$ cat src/rtl/program_loader_pkg.sv
// Shared constants for the program loader: FSM encodings and stream sizes.
// Optional trailer checksum is enabled with LOADER_CHECKSUM_EN.
package program_loader_pkg;

    typedef enum logic [2:0] {
        S_IDLE   = 3'd0,
        S_HDR_HI = 3'd1,
        S_HDR_LO = 3'd2,
        S_DATA   = 3'd3,
        S_FINISH = 3'd4,
        S_DONE   = 3'd5,
        S_ERR    = 3'd6
    } state_t;

    localparam int HDR_BYTES = 2;
    localparam int BYTE_W    = 8;
    localparam int WORD_W    = 32;

endpackage

$ cat src/rtl/program_loader_if.sv
// Byte stream, program-memory write port and status of the program loader.
// master = host/byte source side, slave = loader side.
interface program_loader_if;

    logic        start;
    logic [0:7]  byte_in;
    logic        byte_valid;
    logic        byte_ready;
    logic [0:31] pm_wadr;
    logic [0:31] pm_wvalue;
    logic        pm_wenable;
    logic        cpu_hold;
    logic        done;
    logic        error;
    logic [0:15] words_loaded;

    modport master (
        output start, byte_in, byte_valid,
        input  byte_ready, pm_wadr, pm_wvalue, pm_wenable,
        input  cpu_hold, done, error, words_loaded
    );

    modport slave (
        input  start, byte_in, byte_valid,
        output byte_ready, pm_wadr, pm_wvalue, pm_wenable,
        output cpu_hold, done, error, words_loaded
    );

endinterface

$ cat src/rtl/program_loader_byte_packer.sv
// Packs four MSB-first bytes into a big-endian word.
// word/word_ready are presented in the cycle the 4th byte is accepted.
module program_loader_byte_packer
    import program_loader_pkg::*;
(
    input  logic            clock,
    input  logic            reset_n,
    input  logic            clear,
    input  logic [0:BYTE_W-1] byte_in,
    input  logic            valid,
    output logic [0:WORD_W-1] word,
    output logic            word_ready
);

    logic [0:23] sr;
    logic [1:0]  cnt;

    always_ff @(posedge clock or negedge reset_n) begin
        if (!reset_n) begin
            sr  <= '0;
            cnt <= '0;
        end else if (clear) begin
            sr  <= '0;
            cnt <= '0;
        end else if (valid) begin
            sr  <= {sr[8:23], byte_in};
            cnt <= cnt + 2'd1;
        end
    end

    assign word       = {sr, byte_in};
    assign word_ready = valid & (cnt == 2'd3);

endmodule

$ cat src/rtl/program_loader.sv
// Program loader: header-counted byte stream to program-memory word writes.
// LOADER_CHECKSUM_EN adds an XOR trailer byte checked in FINISH.
module program_loader
    import program_loader_pkg::*;
#(
    parameter int ADDR_WIDTH = 8,
    parameter int BASE_ADDR  = 0
)
(
    input  logic clock,
    input  logic reset_n,
    program_loader_if.slave bus
);

    localparam logic [32:0] LIMIT = 33'(1) << ADDR_WIDTH;
    localparam logic [31:0] BASE  = 32'(BASE_ADDR);

    state_t      state;
    state_t      nxt;
    logic        rdy;
    logic        hs;
    logic        start_ok;
    logic        ovf;
    logic        word_ready;
    logic        last_word;
    logic [31:0] word;
    logic [7:0]  n_hi;
    logic [15:0] n_hdr;
    logic [15:0] n_left;
    logic [15:0] wcnt;
    logic [31:0] wadr;
    logic [31:0] wval;
    logic        wen;
`ifdef LOADER_CHECKSUM_EN
    logic [7:0]  csum;
`endif

    assign start_ok = bus.start & ((state == S_IDLE) |
                                   (state == S_DONE) |
                                   (state == S_ERR));
    assign hs    = bus.byte_valid & rdy;
    assign n_hdr = {n_hi, bus.byte_in};
    // Compare in 33 bits so N up to 65535 cannot wrap.
    assign ovf   = (33'(BASE) + 33'(n_hdr)) > LIMIT;
    assign last_word = word_ready & (n_left == 16'd1);

    program_loader_byte_packer u_packer (
        .clock      (clock),
        .reset_n    (reset_n),
        .clear      (start_ok),
        .byte_in    (bus.byte_in),
        .valid      (hs & (state == S_DATA)),
        .word       (word),
        .word_ready (word_ready)
    );

    always_comb begin
        rdy = 1'b0;
        unique case (state)
            S_HDR_HI, S_HDR_LO, S_DATA: rdy = 1'b1;
`ifdef LOADER_CHECKSUM_EN
            S_FINISH: rdy = 1'b1;
`endif
            default: rdy = 1'b0;
        endcase
    end

    always_comb begin
        nxt = state;
        unique case (state)
            S_IDLE, S_DONE, S_ERR: begin
                if (start_ok) nxt = S_HDR_HI;
            end
            S_HDR_HI: begin
                if (hs) nxt = S_HDR_LO;
            end
            S_HDR_LO: begin
                if (hs) begin
                    if (ovf)
                        nxt = S_ERR;
                    else if (n_hdr == 16'd0)
                        nxt = S_FINISH;
                    else
                        nxt = S_DATA;
                end
            end
            S_DATA: begin
                if (last_word) nxt = S_FINISH;
            end
            S_FINISH: begin
`ifdef LOADER_CHECKSUM_EN
                if (hs)
                    nxt = (bus.byte_in == csum) ? S_DONE : S_ERR;
`else
                nxt = S_DONE;
`endif
            end
            default: nxt = S_IDLE;
        endcase
    end

    always_ff @(posedge clock or negedge reset_n) begin
        if (!reset_n) state <= S_IDLE;
        else          state <= nxt;
    end

    always_ff @(posedge clock or negedge reset_n) begin
        if (!reset_n) begin
            n_hi   <= '0;
            n_left <= '0;
            wcnt   <= '0;
            wadr   <= BASE;
            wval   <= '0;
            wen    <= 1'b0;
        end else begin
            wen <= word_ready;
            if (start_ok)
                wcnt <= '0;
            if (hs && state == S_HDR_HI)
                n_hi <= bus.byte_in;
            if (hs && state == S_HDR_LO)
                n_left <= n_hdr;
            if (word_ready) begin
                wadr   <= BASE + {16'd0, wcnt};
                wval   <= word;
                wcnt   <= wcnt + 16'd1;
                n_left <= n_left - 16'd1;
            end
        end
    end

`ifdef LOADER_CHECKSUM_EN
    always_ff @(posedge clock or negedge reset_n) begin
        if (!reset_n)
            csum <= '0;
        else if (start_ok)
            csum <= '0;
        else if (hs && state != S_FINISH)
            csum <= csum ^ bus.byte_in;
    end
`endif

    assign bus.byte_ready   = rdy;
    assign bus.pm_wadr      = wadr;
    assign bus.pm_wvalue    = wval;
    assign bus.pm_wenable   = wen;
    assign bus.words_loaded = wcnt;
    assign bus.done         = (state == S_DONE);
    assign bus.error        = (state == S_ERR);
    // Hold drops only in DONE and re-asserts as soon as a new start is seen.
    assign bus.cpu_hold     = (state != S_DONE) | start_ok;

endmodule

$ cat src/flat_wrapper.sv
// flat-port wrapper written by rule: the top's interface ports become plain ports
module program_loader_flat import program_loader_pkg::*;
#(
    parameter int ADDR_WIDTH = 8,
    parameter int BASE_ADDR  = 0
)
  (clock, reset_n, bus_start, bus_byte_in, bus_byte_valid, bus_byte_ready, bus_pm_wadr, bus_pm_wvalue, bus_pm_wenable, bus_cpu_hold, bus_done, bus_error, bus_words_loaded);
  program_loader_if bus_i ();
  input  logic clock;
  input  logic reset_n;
  input wire logic [$bits(bus_i.start)-1:0] bus_start;
  input wire logic [$bits(bus_i.byte_in)-1:0] bus_byte_in;
  input wire logic [$bits(bus_i.byte_valid)-1:0] bus_byte_valid;
  output wire logic [$bits(bus_i.byte_ready)-1:0] bus_byte_ready;
  output wire logic [$bits(bus_i.pm_wadr)-1:0] bus_pm_wadr;
  output wire logic [$bits(bus_i.pm_wvalue)-1:0] bus_pm_wvalue;
  output wire logic [$bits(bus_i.pm_wenable)-1:0] bus_pm_wenable;
  output wire logic [$bits(bus_i.cpu_hold)-1:0] bus_cpu_hold;
  output wire logic [$bits(bus_i.done)-1:0] bus_done;
  output wire logic [$bits(bus_i.error)-1:0] bus_error;
  output wire logic [$bits(bus_i.words_loaded)-1:0] bus_words_loaded;
  assign bus_i.start = bus_start;
  assign bus_i.byte_in = bus_byte_in;
  assign bus_i.byte_valid = bus_byte_valid;
  assign bus_byte_ready = bus_i.byte_ready;
  assign bus_pm_wadr = bus_i.pm_wadr;
  assign bus_pm_wvalue = bus_i.pm_wvalue;
  assign bus_pm_wenable = bus_i.pm_wenable;
  assign bus_cpu_hold = bus_i.cpu_hold;
  assign bus_done = bus_i.done;
  assign bus_error = bus_i.error;
  assign bus_words_loaded = bus_i.words_loaded;
  program_loader #(.ADDR_WIDTH(ADDR_WIDTH), .BASE_ADDR(BASE_ADDR)) u_core (.clock(clock), .reset_n(reset_n), .bus(bus_i));
endmodule
$ cat config.mk
export PLATFORM = sky130hd
export DESIGN_NAME = program_loader_flat
export DESIGN_NICKNAME = d
export VERILOG_FILES = /design/src/rtl/program_loader_pkg.sv /design/src/rtl/program_loader_if.sv /design/src/rtl/program_loader_byte_packer.sv /design/src/rtl/program_loader.sv /design/src/flat_wrapper.sv
export SDC_FILE = /design/constraint.sdc
export NUM_CORES = 1
export LEC_CHECK = 0
export ABC_AREA = 1
export ABC_CLOCK_PERIOD_IN_PS = 2600
export CAP_MARGIN = 30
export CORE_MARGIN = 8
export CORE_UTILIZATION = 45
export DETAILED_ROUTE_END_ITERATION = 10
export GPL_ROUTABILITY_DRIVEN = 1
export PLACE_DENSITY = 0.69
export SYNTH_ARGS = -nofsm -noshare
export SYNTH_HDL_FRONTEND = slang
export SYNTH_HIERARCHICAL = 1
export SYNTH_SLANG_ARGS = --single-unit
$ cat constraint.sdc
create_clock -name clock -period 2.6 [get_ports clock]
set_input_delay 0.78 -clock clock [delete_from_list [all_inputs] [get_ports clock]]
set_output_delay 0.78 -clock clock [all_outputs]
set_load 0.005 [all_outputs]
==> results of run 1 <==
==> cell type report <==
type	count	share of cell area
sequential	118	0.401
multi-input combinational	511	0.320
inverter	60	0.0316
clock buffer	18	0.0597
tap	172	0.0292
timing repair buffer	101	0.131
clock inverter	14	0.0272
==> cell families after synthesis <==
logic type,after synthesis,synth area share
simple gates,426,0.316
flops,118,0.506
buf+inv,109,0.101
compound gates,62,0.0614
fa+ha+maj,4,0.00858
xor+xnor,2,0.00300
other cells,1,0.000643
mux,1,0.00257
==> final timing paths <==
kind / cells past startpoint / startpoint / endpoint / slack (ns)
max in group asynchronous: 2 / reset_n / u_core/state[0] / 1.68
min reg2reg: 2 / u_core/u_packer/sr[6] / u_core/bus.pm_wvalue[6] / 0.47
min: 1 / reset_n / u_core/u_packer/sr[6] / 0.21
min in group clock: 2 / u_core/u_packer/sr[6] / u_core/bus.pm_wvalue[6] / 0.47
max: 4 / u_core/state[2] / bus_byte_ready / 0.15
max reg2reg: 11 / u_core/state[0] / u_core/n_left[11] / 0.61
==> cell usage in the layout, fill, tap and decap left out, drive strengths merged, types with 2 or more instances in the layout <==
cell / n
nand3b: 2
dfrtp: 118
nand2: 305
clkinv: 6
nor2: 54
conb: 16
nor3: 4
clkinvlp: 3
bufinv: 4
a21oi: 9
inv: 61
clkbuf: 18
clkdlybuf4s50: 78
buf: 22
o21ai: 45
ha: 4
o211ai: 3
nand3: 56
nand4: 5
==> sequential cells by signal, indices dropped and copies added (netlist names) <==
signal	cells
u_core/bus.pm_wvalue	32
u_core/u_packer/sr	24
u_core/bus.pm_wadr	16
u_core/bus.words_loaded	16
u_core/n_left	16
u_core/n_hi	8
u_core/state	3
u_core/u_packer/cnt	2
u_core/bus.pm_wenable	1
==> stage by stage <==
| stage | TNS, ns | area [um2] |
|---|---|---|
| after floorplan | 0 | 5890 |
| after global placement | -0.0524 | 6720 |
| after detailed placement | -0.0583 | 6720 |
| after CTS | 0 | 7360 |
| after global routing | 0 | 7360 |
| final | 0 | 7360 |
==> where the power goes <==
part / switching (uW) / internal [uW] / leakage [uW]
Clock: 851 / 1640 / 0.000303
Sequential: 291 / 2120 / 0.00160
Combinational: 881 / 459 / 0.00180
Total: 2020 / 4220 / 0.00370
==> layer usage <==
| metal | track usage | vias to the layer above | wire length [um] |
|---|---|---|---|
| met5 | 0 | - | 0 |
| met4 | 0.0669 | 0 | 258 |
| met3 | 0.0555 | 17 | 1040 |
| met2 | 0.286 | 151 | 6840 |
| met1 | 0.224 | 2281 | 6230 |
| li1 | - | 2402 | - |
==> worst reg2reg max path, cell delays in order, from the launching register on <==
cell and delay (ns):
dfrtp_2 0.45, nand2_1 0.12, nor2_1 0.17, inv_1 0.11
nor2_4 0.09, nand2_1 0.09, inv_2 0.11, buf_4 0.23
nand3_1 0.12, nor2_1 0.19, o21ai_0 0.12, o21ai_0 0.11
==> repair_timing <==
| action | in CTS | in global routing |
|---|---|---|
| endpoints found under the setup margin | 1 | 2 |
| pin swaps | 0 | 0 |
| gates resized for setup | 1 | 2 |
==> results.py, run 1 <==
metrics = {
    "clocking": {
        "clock_latency_ns": 0.40,
        "htree_levels": 4,
        "clkTransAtPathRegs_ns": 0.06,
        "cts_setup_buffers": 0,
        "cts_inserted_buffers": 17,
        "cts_root_buf": "clkbuf_16",
        "cts_tree": "done",
        "cts_buffer_depth": 2,
        "cts.sinks": 118,
        "cts-hold-fix-buffers": 0,
    },
    "sta": {
        "hold_viol": 0,
        "finClkSkew_ns": 0.00513,
        "setup_viol": 0,
        "fmax_mhz": 408,
        "hold_ws_ns": 0.214,
        "layout_setup_ws_ns": 0.149,
        "rsz0062_at_grt": "no",
        "drv_slew": 0,
        "period_minus_slack_ns": 2.45,
        "final.period_utilization": 0.943,
    },
    "synth": {
        "synth_seq_cells": 118,
        "synth_top_area_frac": 0.506,
        "synth_ff_type": "dfrtp_1",
        "synth.cell_area_um2": 5830,
        "ys_seq_area_frac": 0.506,
        "yosys_warnings": 6,
        "synthTopCellsByArea": "dfrtp_1 51%, nand2_1 19%, nand3_2 3.4%, inv_1 3.4%, nor2_1 3.3%",
        "synth_common_cells": "299 x nand2_1, 118 x dfrtp_1, 53 x inv_1",
        "synth_area_leader_cell": "dfrtp_1",
        "synth-edff-count": 0,
        "synth_most_common_cell": "nand2_1",
        "async_flop_share": 1.00,
        "synth_area_per_cell_um2": 8.06,
        "ys_types": 39,
        "postSynthCellCount": 723,
    },
    "floorplan": {
        "design.core.area_um2": 12600,
        "ios": 97,
        "row_count": 41,
        "die_w_um": 130,
        "die_h_um": 130,
        "die_area_um2": 16900,
        "initial_core_util": 0.462,
    },
    "route": {
        "drc": 0,
        "via_count": 4851,
        "drt_first_pass_iters": 5,
        "viasPerCell": 4.88,
        "drt-wirelength-per-cell_um": 14.5,
        "postRouteAntennaNets": 0,
        "wirelength_um": 14400,
        "drt_iter0_drc": 427,
    },
    "place": {
        "hpwlAfterDp_um": 10300,
        "dp.cells": 962,
        "place.port_buffers": 80,
        "dp_worst_setup_slack_ns": -0.0583,
        "place_congestion": 0.888,
    },
    "setup_path": {
        "critPathMostFrequentCell": "inv_1",
        "start_kind": "flip-flop",
        "critPathBufInv": 3,
        "crit_family": "buffers and inverters",
        "crit_required_ns": 1.82,
        "path_class": "flip-flop to primary output",
        "end_kind": "primary output",
        "cp_slowest_cell": "clkdlybuf4s50_1",
        "critPathArrivalTime_ns": 1.67,
        "cp_cell_sequence": "inv_1, o21ai_0, inv_1, clkdlybuf4s50_1",
        "critPathMaxFanout": 9,
        "critPathMaxStageDelay_ns": 0.50,
    },
    "layout": {
        "diodes": 0,
        "fin_nets": 825,
        "fillers": 1133,
        "stdcell_count": 994,
        "ff_latch_area_um2": 2960,
        "final_util": 0.583,
        "multiInputGateArea_um2": 2350,
        "drive_gt1_frac": 0.123,
        "area_growth_pct": 26.3,
    },
    "grt": {
        "grt_use_total": 0.179,
        "grt.overflow.total": 0,
        "grt_max_degree": 75,
        "grt_pass1_wl_um": 23800,
        "antenna_found_initial": 0,
        "grt_pass1_vias": 4803,
    },
    "power": {
        "power.total_uw": 6240,
        "vdd_drop_max_uv": 442,
        "p_leak_uw": 0.00370,
        "p_per_area_nw_per_um2": 848,
    },
    "job": {
        "maxCapViolations": 0,
    },
    "status": {
        "status": "finished, final reports clean",
    },
    "min_path": {
        "min_path_type": "primary input to asynchronous set/reset pin",
    },
}
(Power assumes the default switching activity.)
==> run 2: changes to the inputs <==
--- a/config.mk
+++ b/config.mk
@@ -9,10 +9,10 @@
 export ABC_CLOCK_PERIOD_IN_PS = 2600
 export CAP_MARGIN = 30
 export CORE_MARGIN = 8
-export CORE_UTILIZATION = 45
+export CORE_UTILIZATION = 54
 export DETAILED_ROUTE_END_ITERATION = 10
 export GPL_ROUTABILITY_DRIVEN = 1
-export PLACE_DENSITY = 0.69
+export PLACE_DENSITY = 0.81
 export SYNTH_ARGS = -nofsm -noshare
 export SYNTH_HDL_FRONTEND = slang
 export SYNTH_HIERARCHICAL = 1
==> results.py, run 2 (synthesis results as in run 1) <==
metrics = {
    "sta": {
        "final.period_utilization": 0.975,
        "hold_ws_ns": 0.193,
        "setup_viol": 0,
        "hold_viol": 0,
        "rsz0062_at_grt": "yes",
        "finClkSkew_ns": 0.00595,
        "period_minus_slack_ns": 2.54,
        "drv_slew": 0,
        "fmax_mhz": 394,
    },
    "setup_path": {
        "cp-startpoint": "u_core/state[1]",
        "critPathArrivalTime_ns": 1.76,
        "reg2reg_from": "u_core/state[1]",
        "worstRegToRegCells": 11,
        "r2r_slack_ns": 0.51,
        "start_kind": "flip-flop",
        "path_class": "flip-flop to primary output",
        "endpoint": "bus_done",
        "end_kind": "primary output",
        "critPathMaxFanout": 6,
        "crit_required_ns": 1.82,
        "reg2reg_to": "u_core/n_left[13]",
    },
    "layout": {
        "fin_nets": 822,
        "final_cell_mix": "299 x nand2_1, 116 x dfrtp_1, 78 x clkdlybuf4s50_1",
        "diodes": 0,
        "mostFrequentLayoutCell": "nand2_1",
        "fillers": 843,
        "area_growth_pct": 24.5,
        "largest_reg_flops": 32,
        "drive_gt1_frac": 0.117,
        "final_util": 0.679,
    },
    "status": {
        "status": "finished, final reports clean",
    },
    "clocking": {
        "cts_root_buf": "clkbuf_8",
        "cts.sinks": 118,
        "cts_buffer_depth": 2,
        "htree_levels": 4,
        "cts-hold-fix-buffers": 0,
        "clkTransAtPathRegs_ns": 0.06,
        "clock_latency_ns": 0.51,
        "cts_inserted_buffers": 17,
        "cts_tree": "done",
    },
    "job": {
        "maxCapViolations": 0,
    },
    "grt": {
        "antenna_found_initial": 0,
        "grt_pass1_vias": 5049,
        "grt_max_degree": 51,
        "grt_use_total": 0.210,
        "grt_pass1_wl_um": 24600,
        "grt.overflow.total": 0,
    },
    "floorplan": {
        "die_h_um": 120,
        "die_area_um2": 14400,
        "die_w_um": 120,
        "row_count": 38,
        "ios": 97,
        "initial_core_util": 0.545,
        "design.core.area_um2": 10700,
    },
    "route": {
        "via_count": 5061,
        "wirelength_um": 14600,
        "drt-wirelength-per-cell_um": 15.3,
        "viasPerCell": 5.28,
        "drt_iter0_drc": 581,
        "drc": 0,
        "drt_first_pass_iters": 5,
        "postRouteAntennaNets": 0,
    },
    "power": {
        "power.total_uw": 6050,
        "p_leak_uw": 0.00366,
        "vdd_drop_max_uv": 459,
        "p_per_area_nw_per_um2": 833,
    },
    "place": {
        "place.port_buffers": 80,
        "hpwlAfterDp_um": 9990,
        "place_congestion": 0.921,
    },
    "min_path": {
        "min_path_type": "primary input to asynchronous set/reset pin",
    },
}
run 2: area by class of cell:
type,count,area [um2],share of cell area
Inverter,60,233,0.0321
Sequential cell,118,2960,0.407
Tap cell,140,175,0.0241
Multi-Input combinational cell,511,2350,0.324
Timing Repair Buffer,98,970,0.134
Clock inverter,11,126,0.0174
Clock buffer,21,449,0.0619
run 2: through the flow:
step	worst slack (ns)	instances	TNS, ns	cell area (um2)
CTS	0.0326	954	0	7220
finish	0.0644	959	0	7260
global route	-0.0257	959	-0.0475	7260
floorplan	0.364	738	0	5890
global placement	-0.0430	922	-0.0430	6650
detailed placement	-0.0401	922	-0.0401	6650
run 2: repair_timing:
item / in CTS / in global routing
gates resized for setup: 3 / 0
setup endpoints to repair: 3 / 3
buffers inserted: 0 / 5
run 2: where the power goes:
| group | switching [uW] | internal [uW] | total [uW] |
|---|---|---|---|
| Combinational | 932 | 493 | 1420 |
| Sequential | 264 | 2120 | 2390 |
| Clock | 827 | 1410 | 2240 |
| Total | 2020 | 4030 | 6050 |
run 2: worst max-delay path, stage by stage, from the launching register on:
cell and delay [ns]:
dfrtp_1 0.42, nor2_1 0.16, nand2_1 0.09, inv_1 0.08, clkdlybuf4s50_1 0.49
run 2: layer usage:
layer	up-vias	share of wire	track usage
met2	194	0.51	0.366
li1	2398	-	-
met5	-	0	0
met4	0	0.023	0.0843
met3	29	0.059	0.0587
met1	2440	0.40	0.239
run 2: how the worst min path moves through the flow:
stage,from,end,slack [ns]
after CTS,reset_n,u_core/bus.pm_wvalue[0],0.20
after floorplan,u_core/u_packer/sr[0],u_core/u_packer/sr[0],0.44
after detailed placement,u_core/bus.pm_wvalue[27],u_core/bus.pm_wvalue[27],0.46
final,reset_n,u_core/bus.pm_wvalue[0],0.19
after global placement,u_core/bus.pm_wvalue[1],u_core/bus.pm_wvalue[1],0.45
after global routing,reset_n,u_core/bus.pm_wvalue[0],0.20
==> run 3: changes to the inputs <==
--- a/config.mk
+++ b/config.mk
@@ -9,10 +9,10 @@
 export ABC_CLOCK_PERIOD_IN_PS = 2600
 export CAP_MARGIN = 30
 export CORE_MARGIN = 8
-export CORE_UTILIZATION = 54
+export CORE_UTILIZATION = 51
 export DETAILED_ROUTE_END_ITERATION = 10
-export GPL_ROUTABILITY_DRIVEN = 1
-export PLACE_DENSITY = 0.81
+export PLACE_DENSITY = 0.77
+export REMOVE_ABC_BUFFERS = 1
 export SYNTH_ARGS = -nofsm -noshare
 export SYNTH_HDL_FRONTEND = slang
 export SYNTH_HIERARCHICAL = 1
==> results.py, run 3 (synthesis results as in run 1) <==
metrics = {
    "status": {
        "status": "finished, final reports clean",
    },
    "route": {
        "via_count": 4968,
        "drc": 0,
        "drt_first_pass_iters": 5,
        "postRouteAntennaNets": 0,
        "viasPerCell": 5.16,
        "drt-wirelength-per-cell_um": 15.1,
        "wirelength_um": 14500,
        "drt_iter0_drc": 497,
    },
    "sta": {
        "hold_viol": 0,
        "setup_viol": 0,
        "hold_ws_ns": 0.399,
        "finClkSkew_ns": 0.00786,
        "rsz0062_at_grt": "no",
        "tightest_slew_ns": 0.659,
        "fmax_mhz": 399,
        "relSlewSlack": 0.561,
        "layout_setup_ws_ns": 0.0954,
        "period_minus_slack_ns": 2.50,
        "final.period_utilization": 0.963,
        "drv_slew": 0,
    },
    "setup_path": {
        "critPathMaxFanout": 9,
        "critPathMostFrequentCell": "inv_1",
        "end_kind": "primary output",
        "critPathBufInv": 3,
        "path_class": "flip-flop to primary output",
        "critPathArrivalTime_ns": 1.72,
        "critPathMaxStageDelay_ns": 0.53,
        "cp_slowest_cell": "clkdlybuf4s50_1",
        "cp_cell_sequence": "inv_1, o21ai_0, inv_1, clkdlybuf4s50_1",
        "crit_required_ns": 1.82,
        "start_kind": "flip-flop",
        "crit_family": "buffers and inverters",
    },
    "clocking": {
        "cts_tree": "done",
        "cts_buffer_depth": 2,
        "cts.sinks": 118,
        "clkTransAtPathRegs_ns": 0.06,
        "cts_inserted_buffers": 17,
        "clock_latency_ns": 0.41,
        "cts_root_buf": "clkbuf_16",
        "htree_levels": 4,
    },
    "grt": {
        "grt.overflow.total": 0,
        "grt_max_degree": 49,
        "grt_pass1_wl_um": 23900,
        "grt_use_total": 0.199,
        "grt_pass1_vias": 4903,
        "antenna_found_initial": 0,
    },
    "place": {
        "hpwlAfterDp_um": 10000,
        "dp_worst_setup_slack_ns": -0.0642,
        "place_congestion": 0.874,
        "place.port_buffers": 80,
    },
    "floorplan": {
        "row_count": 39,
        "ios": 97,
        "die_w_um": 123,
        "initial_core_util": 0.517,
        "die_area_um2": 15100,
        "design.core.area_um2": 11300,
        "die_h_um": 123,
    },
    "layout": {
        "mostFrequentLayoutCell": "nand2_1",
        "fin_nets": 822,
        "fillers": 935,
        "drive_gt1_frac": 0.121,
        "area_growth_pct": 25.9,
        "largest_reg_flops": 32,
        "final_cell_mix": "299 x nand2_1, 116 x dfrtp_1, 78 x clkdlybuf4s50_1",
        "diodes": 0,
    },
    "min_path": {
        "min_path_type": "primary input to asynchronous set/reset pin",
    },
    "power": {
        "p_per_area_nw_per_um2": 871,
        "p_leak_uw": 0.00369,
        "vdd_drop_max_uv": 499,
    },
    "job": {
        "maxCapViolations": 0,
    },
}
[run 3: path summary, 6_finish.rpt]
check | from | endpoint | slack [ns] | cells after the start
hold / removal | reset_n | u_core/bus.pm_wadr[27] | 0.40 | 1
max in group asynchronous | reset_n | u_core/n_hi[4] | 1.52 | 2
min in group clock | u_core/bus.pm_wvalue[29] | u_core/bus.pm_wvalue[29] | 0.47 | 2
setup reg to reg | u_core/state[1] | u_core/bus.words_loaded[10] | 0.63 | 11
hold reg to reg | u_core/bus.pm_wvalue[29] | u_core/bus.pm_wvalue[29] | 0.47 | 2
setup / recovery | u_core/state[2] | bus_byte_ready | 0.1 | 4
[run 3: timing repair]
action / CTS / global route
pin swaps: 0 / 0
setup buffers: 0 / 1
hold buffers: 0 / 0
gates resized for setup: 2 / 2
setup endpoints to repair: 2 / 2
[run 3: layer usage]
layer / vias to the layer above / GRT usage / wire length, um
li1: 2398 / - / -
met1: 2395 / 0.241 / 6040
met2: 157 / 0.338 / 7370
met3: 18 / 0.0511 / 928
met4: 0 / 0.0678 / 194
met5: - / 0 / 0
[run 3: cell type report]
type                            count  area (um2)  share of cell area
Sequential cell                   118        2960               0.403
Inverter                           60         233              0.0317
Timing Repair Buffer               98         957               0.130
Multi-Input combinational cell    511        2350               0.321
Clock inverter                     14         223              0.0303
Clock buffer                       18         439              0.0598
Tap cell                          143         179              0.0244
[run 3: worst reg2reg max path, cell delays in order (launching register included)]
cell     delay (ns)
dfrtp_1        0.43
nand2_1        0.13
nor2_1         0.17
inv_1          0.11
nor2_4         0.09
nand2_1        0.06
inv_2          0.12
buf_4          0.25
nand2_1        0.13
o21ai_0        0.21
nand2_1        0.10
o21ai_0        0.09
[run 3: power breakdown]
part           internal [uW]  switching (uW)  total, uW  leakage [uW]
combinational            469             927       1400       0.00179
sequential              2120             277       2400       0.00160
clock                   1730             866       2600      0.000305
total                   4330            2070       6400       0.00369
[run 3: stage by stage]
stage	power, uW	util	setup TNS (ns)	area (um2)	std cells
3_3_place_gp	3720	0.592	-0.0421	6670	929
2_1_floorplan	3320	-	-184.66	5530	689
4_1_cts	6400	0.650	0	7330	961
6_report	6400	0.651	0	7340	962
3_5_place_dp	3770	0.592	-0.0642	6670	929
5_1_grt	6730	0.651	0	7340	962
